$ cat src/rtl/alu_pkg.sv
// Shared definitions for the ALU request sequencer: opcodes, FSM states, default width.
package alu_pkg;

    localparam int ALU_WIDTH = 8;

    localparam logic [2:0] OP_ADD   = 3'b000;
    localparam logic [2:0] OP_SUB   = 3'b001;
    localparam logic [2:0] OP_AND   = 3'b010;
    localparam logic [2:0] OP_OR    = 3'b011;
    localparam logic [2:0] OP_XOR   = 3'b100;
    localparam logic [2:0] OP_SHL   = 3'b101;
    localparam logic [2:0] OP_SHR   = 3'b110;
    localparam logic [2:0] OP_PASSB = 3'b111;

    typedef enum logic [1:0] {
        IDLE = 2'd0,
        WAIT = 2'd1,
        HOLD = 2'd2
    } seq_state_t;

endpackage

$ cat src/rtl/alu_seq_timer.sv
// Settle counter: loads a start value, counts down once per enabled cycle, flags zero.
module alu_seq_timer (
    input  logic       clk,
    input  logic       rst_n,
    input  logic       load,
    input  logic [3:0] load_val,
    input  logic       dec,
    output logic       done
);

    logic [3:0] cnt_q, cnt_d;

    always_comb begin
        cnt_d = cnt_q;
        if (load) begin
            cnt_d = load_val;
        end else if (dec && (cnt_q != 4'd0)) begin
            cnt_d = cnt_q - 4'd1;
        end
    end

    always_ff @(posedge clk or negedge rst_n) begin
        if (!rst_n) cnt_q <= 4'd0;
        else        cnt_q <= cnt_d;
    end

    assign done = (cnt_q == 4'd0);

endmodule

$ cat src/rtl/alu_seq_ctrl.sv
// Request sequencer in front of the ALU result mux: launches operands/select, samples mux_o after
// SETTLE cycles and holds result + flags for downstream. Optional accumulator feedback: ALU_SEQ_ACC_EN.
module alu_seq_ctrl
    import alu_pkg::*;
#(
    parameter int WIDTH  = ALU_WIDTH,
    parameter int SETTLE = 1
) (
    input  logic             clk,
    input  logic             rst_n,
    input  logic             req_valid,
    output logic             req_ready,
    input  logic [2:0]       req_op,
    input  logic [WIDTH-1:0] req_a,
    input  logic [WIDTH-1:0] req_b,
    output logic [WIDTH-1:0] op_a,
    output logic [WIDTH-1:0] op_b,
    output logic [2:0]       sel,
    input  logic [WIDTH-1:0] mux_o,
    output logic             res_valid,
    input  logic             res_ready,
    output logic [WIDTH-1:0] res_data,
    output logic             res_zero,
    output logic             res_neg,
    output logic             res_par
`ifdef ALU_SEQ_ACC_EN
    ,
    input  logic             req_acc
`endif
);

    localparam logic [3:0] SETTLE_LD = 4'(SETTLE - 1);

    seq_state_t       state_q, state_d;
    logic [WIDTH-1:0] op_a_q, op_a_d, op_b_q, op_b_d;
    logic [2:0]       sel_q, sel_d;
    logic             res_valid_q, res_valid_d;
    logic [WIDTH-1:0] res_data_q, res_data_d;
    logic             res_zero_q, res_zero_d;
    logic             res_neg_q, res_neg_d;
    logic             res_par_q, res_par_d;
    logic [WIDTH-1:0] a_src;
    logic             accept, capture, tmr_done;

`ifdef ALU_SEQ_ACC_EN
    logic [WIDTH-1:0] acc_q, acc_d;

    always_comb begin
        acc_d = acc_q;
        if (capture) acc_d = mux_o;
    end

    always_ff @(posedge clk or negedge rst_n) begin
        if (!rst_n) acc_q <= '0;
        else        acc_q <= acc_d;
    end

    assign a_src = req_acc ? acc_q : req_a;
`else
    assign a_src = req_a;
`endif

    assign req_ready = (state_q == IDLE) || ((state_q == HOLD) && res_ready);
    assign accept    = req_valid && req_ready;
    assign capture   = (state_q == WAIT) && tmr_done;

    alu_seq_timer u_timer (
        .clk      (clk),
        .rst_n    (rst_n),
        .load     (accept),
        .load_val (SETTLE_LD),
        .dec      (state_q == WAIT),
        .done     (tmr_done)
    );

    always_comb begin
        state_d     = state_q;
        op_a_d      = op_a_q;
        op_b_d      = op_b_q;
        sel_d       = sel_q;
        res_valid_d = res_valid_q;
        res_data_d  = res_data_q;
        res_zero_d  = res_zero_q;
        res_neg_d   = res_neg_q;
        res_par_d   = res_par_q;

        case (state_q)
            IDLE:    if (req_valid) state_d = WAIT;
            WAIT:    if (tmr_done) state_d = HOLD;
            HOLD:    if (res_ready) state_d = req_valid ? WAIT : IDLE;
            default: state_d = IDLE;
        endcase

        if (accept) begin
            op_a_d = a_src;
            op_b_d = req_b;
            sel_d  = req_op;
        end

        // Flags come from the sampled mux value itself, so they always match res_data.
        if (capture) begin
            res_data_d  = mux_o;
            res_zero_d  = (mux_o == '0);
            res_neg_d   = mux_o[WIDTH-1];
            res_par_d   = ^mux_o;
            res_valid_d = 1'b1;
        end

        if ((state_q == HOLD) && res_ready) res_valid_d = 1'b0;
    end

    always_ff @(posedge clk or negedge rst_n) begin
        if (!rst_n) begin
            state_q     <= IDLE;
            op_a_q      <= '0;
            op_b_q      <= '0;
            sel_q       <= 3'b000;
            res_valid_q <= 1'b0;
            res_data_q  <= '0;
            res_zero_q  <= 1'b1;
            res_neg_q   <= 1'b0;
            res_par_q   <= 1'b0;
        end else begin
            state_q     <= state_d;
            op_a_q      <= op_a_d;
            op_b_q      <= op_b_d;
            sel_q       <= sel_d;
            res_valid_q <= res_valid_d;
            res_data_q  <= res_data_d;
            res_zero_q  <= res_zero_d;
            res_neg_q   <= res_neg_d;
            res_par_q   <= res_par_d;
        end
    end

    assign op_a      = op_a_q;
    assign op_b      = op_b_q;
    assign sel       = sel_q;
    assign res_valid = res_valid_q;
    assign res_data  = res_data_q;
    assign res_zero  = res_zero_q;
    assign res_neg   = res_neg_q;
    assign res_par   = res_par_q;

endmodule

$ cat config.mk
export PLATFORM = sky130hd
export DESIGN_NAME = alu_seq_ctrl
export DESIGN_NICKNAME = d
export VERILOG_FILES = /design/src/rtl/alu_pkg.sv /design/src/rtl/alu_seq_timer.sv /design/src/rtl/alu_seq_ctrl.sv
export SDC_FILE = /design/constraint.sdc
export NUM_CORES = 1
export LEC_CHECK = 0
export ABC_AREA = 1
export ABC_CLOCK_PERIOD_IN_PS = 1620
export CAP_MARGIN = 20
export CORE_ASPECT_RATIO = 0.7
export CORE_UTILIZATION = 44
export DETAILED_ROUTE_END_ITERATION = 10
export HOLD_SLACK_MARGIN = 0.1
export PLACE_DENSITY = 0.8
export SYNTH_ARGS = -nofsm -noshare
export SYNTH_HDL_FRONTEND = slang
export SYNTH_SLANG_ARGS = --single-unit
$ cat constraint.sdc
create_clock -name clk -period 1.62 [get_ports clk]
set_input_delay 0.324 -clock clk [delete_from_list [all_inputs] [get_ports clk]]
set_output_delay 0.324 -clock clk [all_outputs]
set_load 0.005 [all_outputs]
# ---- After elaboration in Yosys (flattened, before gate mapping)
# Cells that the tools add are included.
dict set report word_totals {
  regBits 37
  input_bits 31
  output_inout_bits 32
  word_cells 38
}
dict set report classes {
  add_sub_neg 1
  eq_ne 5
  n_mux 9
  reduce_logical 13
}
# operator n
set op_table {}
lappend op_table {{zero test 8 bit} 1}
lappend op_table {{two-way mux 4 bit} 2}
lappend op_table {{parity 8 bit} 1}
lappend op_table {{two-way mux 2 bit} 3}
lappend op_table {{!= test 2 bit, second input constant} 3}
lappend op_table {{case mux 2 bit (3 select lines)} 1}
lappend op_table {{logical AND 1 bit} 4}
lappend op_table {{zero test 4 bit} 1}
lappend op_table {{nonzero test 2 bit} 2}
lappend op_table {{nonzero test 4 bit} 1}
lappend op_table {{subtractor 4 x 1 -> 4 bit, second input constant} 1}
lappend op_table {{two-way mux 1 bit} 3}
lappend op_table {{AND reduction 3 bit} 1}
lappend op_table {{== test 2 x 1 -> 1 bit, second input constant} 1}
lappend op_table {{== test 2 bit, second input constant} 1}
lappend op_table {{zero test 2 bit} 1}
lappend op_table {{logical OR 1 bit} 1}

# ---- Logic depth before layout (Yosys ltp)
# Gate-level depths: netlist of the first run.
dict set report logic_depth {
  depth_word 5
  mapped_depth 8
}

# ---- Hierarchy
# Synthesis of the first run repeated with hierarchy kept, for this count alone.
dict set report unflattened {
  hier_cells 209
  area_unflattened_um2 1724.2
}
# module instances cells_each area_per_inst_um2
set by_module_without_submodules {}
lappend by_module_without_submodules {alu_seq_ctrl 1 163 1428.9}
lappend by_module_without_submodules {alu_seq_timer 1 46 295.3}

# ---- Worst setup path before layout of the first run
# No wires, ideal clock.
dict set report synth_path {
  kind {register -> register}
  startpoint {register u_timer.cnt_q[0]}
  endpoint {register res_data_q[7], in the netlist res_data[7]}
  setup_ns 0.117
  arrival_time_ns 1.098
  setup_slack_ns 0.404
  stages_incl_launch_ff 9
  n_path_buf 1
  period_less_slack_ns 1.216
  cell_sequence {dfrtp_1 > inv_1 > ha_1 > nand2_2 > nor2_4 > inv_2 > buf_6 > nand2_2 > o21ai_2}
}
dict set report synth_via {
  elab_chain_cells 2
}
# item line
set synth_rtl {}
lappend synth_rtl {{start, declared} alu_seq_timer.sv:11} ;# logic [3:0] cnt_q, cnt_d;
lappend synth_rtl {{start signal, assigned} alu_seq_timer.sv:24} ;# else cnt_q <= cnt_d;
lappend synth_rtl {{zero test 4 bit} alu_seq_timer.sv:27} ;# assign done = (cnt_q == 4'd0);
lappend synth_rtl {{logical AND 1 bit} alu_seq_ctrl.sv:65} ;# assign capture = (state_q == WAIT) && tmr_done;
lappend synth_rtl {{end signal, assigned} alu_seq_ctrl.sv:129} ;# res_data_q <= res_data_d;
lappend synth_rtl {{end, declared} alu_seq_ctrl.sv:38} ;# logic [WIDTH-1:0] res_data_q, res_data_d;
# No other way between the ends.
# A chain may end at the register's enable or synchronous reset.

# ---- Final worst setup path of the first run
dict set report layout_path {
  startpoint {input res_ready}
  endpoint {output req_ready}
}
dict set report layout_via {
  elab_chain_cells 2
}
# item line
set layout_rtl {}
lappend layout_rtl {{start, declared} alu_seq_ctrl.sv:21} ;# input logic res_ready,
lappend layout_rtl {{logical AND 1 bit} alu_seq_ctrl.sv:63} ;# assign req_ready = (state_q == IDLE) || ((state_q == HOLD) && res_ready);
lappend layout_rtl {{logical OR 1 bit} alu_seq_ctrl.sv:63}
lappend layout_rtl {{end, declared} alu_seq_ctrl.sv:12} ;# output logic req_ready,
# No other way between the ends.

==> results of run 1 <==
## Yosys cell counts, drive strengths merged, types with 2 or more instances
cell	instances	area share (%)
buf	9	4.3
xor2	3	1.5
inv	17	3.8
a21oi	2	0.59
ha	6	4.4
nor2	3	1.3
o21ai	13	5.8
nand4	2	0.74
nand2	60	15
nand3	27	8.2
dfrtp	35	52
xnor2	2	1.0
## metal layers
layer,vias up,track usage [%]
li1,727,-
met1,670,26.1
met2,41,29.4
met3,5,5.42
met4,0,8.33
met5,-,0
## layout make-up
class / instances / area (um^2) / share of cell area (%)
multi-input combinational: 119 / 662 / 26.3
clock buffer: 8 / 80.1 / 3.19
inverter: 17 / 66.3 / 2.64
timing repair buffer: 77 / 741 / 29.5
sequential: 36 / 902 / 35.9
tap: 50 / 62.6 / 2.49
## critical path, delay by kind of cell
family	cells	cell delay (ns)
buf+inv	3	0.77
compound gates	1	0.15
## power by group through the flow
stage | logic [mW] | registers, mW | clock network [mW]
finish | 2.04 | 1.56 | 0.584
global route | 2.28 | 1.60 | 0.651
CTS | 2.06 | 1.56 | 0.606
detailed placement | 2.06 | 1.57 | 0
global placement | 2.00 | 1.55 | 0
floorplan | 1.03 | 1.59 | 0
## flip-flops by register name, summed over array words and instances, names as in the netlist
register / count
op_a: 8
op_b: 8
res_data: 8
res_par: 1
res_valid: 1
res_zero: 1
sel: 3
state_q: 2
u_timer.cnt_q: 4
## worst max path at each step
stage                          start          end  slack [ns]  cells after the start
floorplan           u_timer.cnt_q[0]  res_data[7]        0.40                      8
global placement           res_ready    req_ready       -0.24                      4
detailed placement         res_ready    req_ready       -0.24                      4
CTS                        res_ready    req_ready        0.04                      4
global route               res_ready    req_ready       0.002                      4
finish                     res_ready    req_ready        0.04                      4
## logic make-up after synthesis
family / count (synthesis)
fa+ha+maj: 6
xor+xnor: 5
flops: 36
compound gates: 15
buf+inv: 26
simple gates: 93
## timing repair
item,in CTS,in global routing
hold buffers,1,0
setup endpoints to repair,2,1
resized for setup,2,2
hold endpoints to repair,16,0
==> qor.yml, run 1 <==
synth_edf_count: 0
tightestPinTransition_ns: 0.437
syn_avg_cell_area_um2: 9.39
endpoint_kind: "output pin"
htree_levels: 2
min_path_type: "reg -> reg"
wl_met3_um: 149
dp.cells: 298
drt_iter0_markers: 84
grt_pass1_wl_um: 5940
cts.root.buffer_cell: "clkbuf_8"
diodes: 0
synthMuxAreaShare_pct: 0
rsz0062_at_grt: "false"
route.vias.total: 1443
yosys_warnings: 0
n_fill_cell: 302
dieHeight_um: 54.0
antenna_left: 0
cp_slowest_stage_delay_ns: 0.45
worstSkewPairLatency_ns: 0.28
dr.pass1.iters: 4
path_cells: "clkdlybuf4s50_1, inv_1, a21oi_1, dlygate4sd2_1"
overflow: 0
final_core_util_pct: 69.8
timing.final.crit_share_pct: 97.4
top_layer: "met4"
fin_tns_setup_ns: 0
critical_path.max_fanout: 2
grt_pass1_vias: 1321
whs_ns: 0.472
syn_nets: 218
worstPathRequired_ns: 1.30
synth_cell_type_count: 24
place.gp.congestion: 0.758
ir_drop_mv: 0.834
cts_tree: "built"
syn-instance-count: 181
power.leakage_nw: 1.23
synth_simple_gate_area_share_pct: 25.5
dominantRegCellSynth: "dfrtp_1"
setup_violations: 0
cts_setup_buffers: 0
syn-cell-area_mm2: 0.00170
num_rows: 18
synthXorXnorAreaFrac_pct: 2.58
grt_antenna_before_repair: 0
switching_share_pct: 34.7
numClockSinks: 36
pwr-share-comb_pct: 48.8
dieArea_mm2: 0.00412
max_freq_mhz: 634
synth_fa_ha_area_share_pct: 4.42
pin_count: 63
dp_hpwl_um: 2720
p_int_mw: 2.73
synth_top_family_by_area: "simple AND/OR/NAND/NOR gates"
min_to: "res_zero"
clock_skew_ns: 0.00528
synthToLayoutAreaGrowth_pct: 47.8
chipWidth_um: 76.3
place_ws_ns: -0.240
clkTransAtPathRegs_ns: 0.06
r2r-start: "u_timer.cnt_q[1]"
mostFrequentLayoutCell: "clkdlybuf4s50_1"
synth.yosys.seq_area_share_pct: 53.1
min_period_ns: 1.58
post_dp_cell_area_mm2: 0.00242
p_per_area_mw_per_mm2: 1670
initial_core_util_pct: 47.2
wl_per_cell_um: 11.9
start_kind: "input pin"
maxSlewViolCount: 0
layout-drive-gt1-share_pct: 17.1
detail_route.vias_per_cell: 4.70
synthArstFlopShare_pct: 100
mostFrequentLayoutCells: "clkdlybuf4s50_1 (59), nand2_1 (50), dfrtp_1 (35), nand3_1 (26), inv_1 (16)"
wl_met1_um: 1820
reg2reg_to: "state_q[1]"
maxSlewHeadroom_pct: 70.9
layout.cells.non_filler: 307
wl_met2_um: 1620
outcome: "finished clean"
seq_power_share_pct: 37.2
synth_compound_area_share_pct: 6.40
worstSetupPathType: "in -> out"
hold_start: "res_zero"
finalWirelength_um: 3640
r2r_slack_ns: 0.29
slowest_stage: "clkdlybuf4s50_1"
hold_violations: 0
p_sw_mw: 1.45
rr_worst_depth: 6
cts_inserted_buffers: 5
cp.arrival_ns: 1.25
cts_buffer_depth: 2
coreArea_mm2: 0.00360
ys_ff_latch: 36
final_nets: 293
grt_max_degree: 22
drv_cap: 0
fin_area_mm2: 0.00251
port_buffers: 62
setup_ws_ns: 0.0422
finalPower_mw: 4.19
drc: 0
grt_usage_pct: 19.3
p_clk_share_pct: 14.0
hold-path-cell-count: 2
Power figures use the tool's default switching activity.
==> run 2: changes to the inputs <==
ABC_CLOCK_PERIOD_IN_PS = default   (was 1620)
HOLD_SLACK_MARGIN = 0.02   (was 0.1)
==> results of run 2 <==
No change in the layout: final DEF, timing and power equal those of run 1.
==> run 3: changes to the inputs <==
CAP_MARGIN = 25   (was 20)
==> results of run 3 <==
No change in the layout: final DEF, timing and power equal those of run 1.
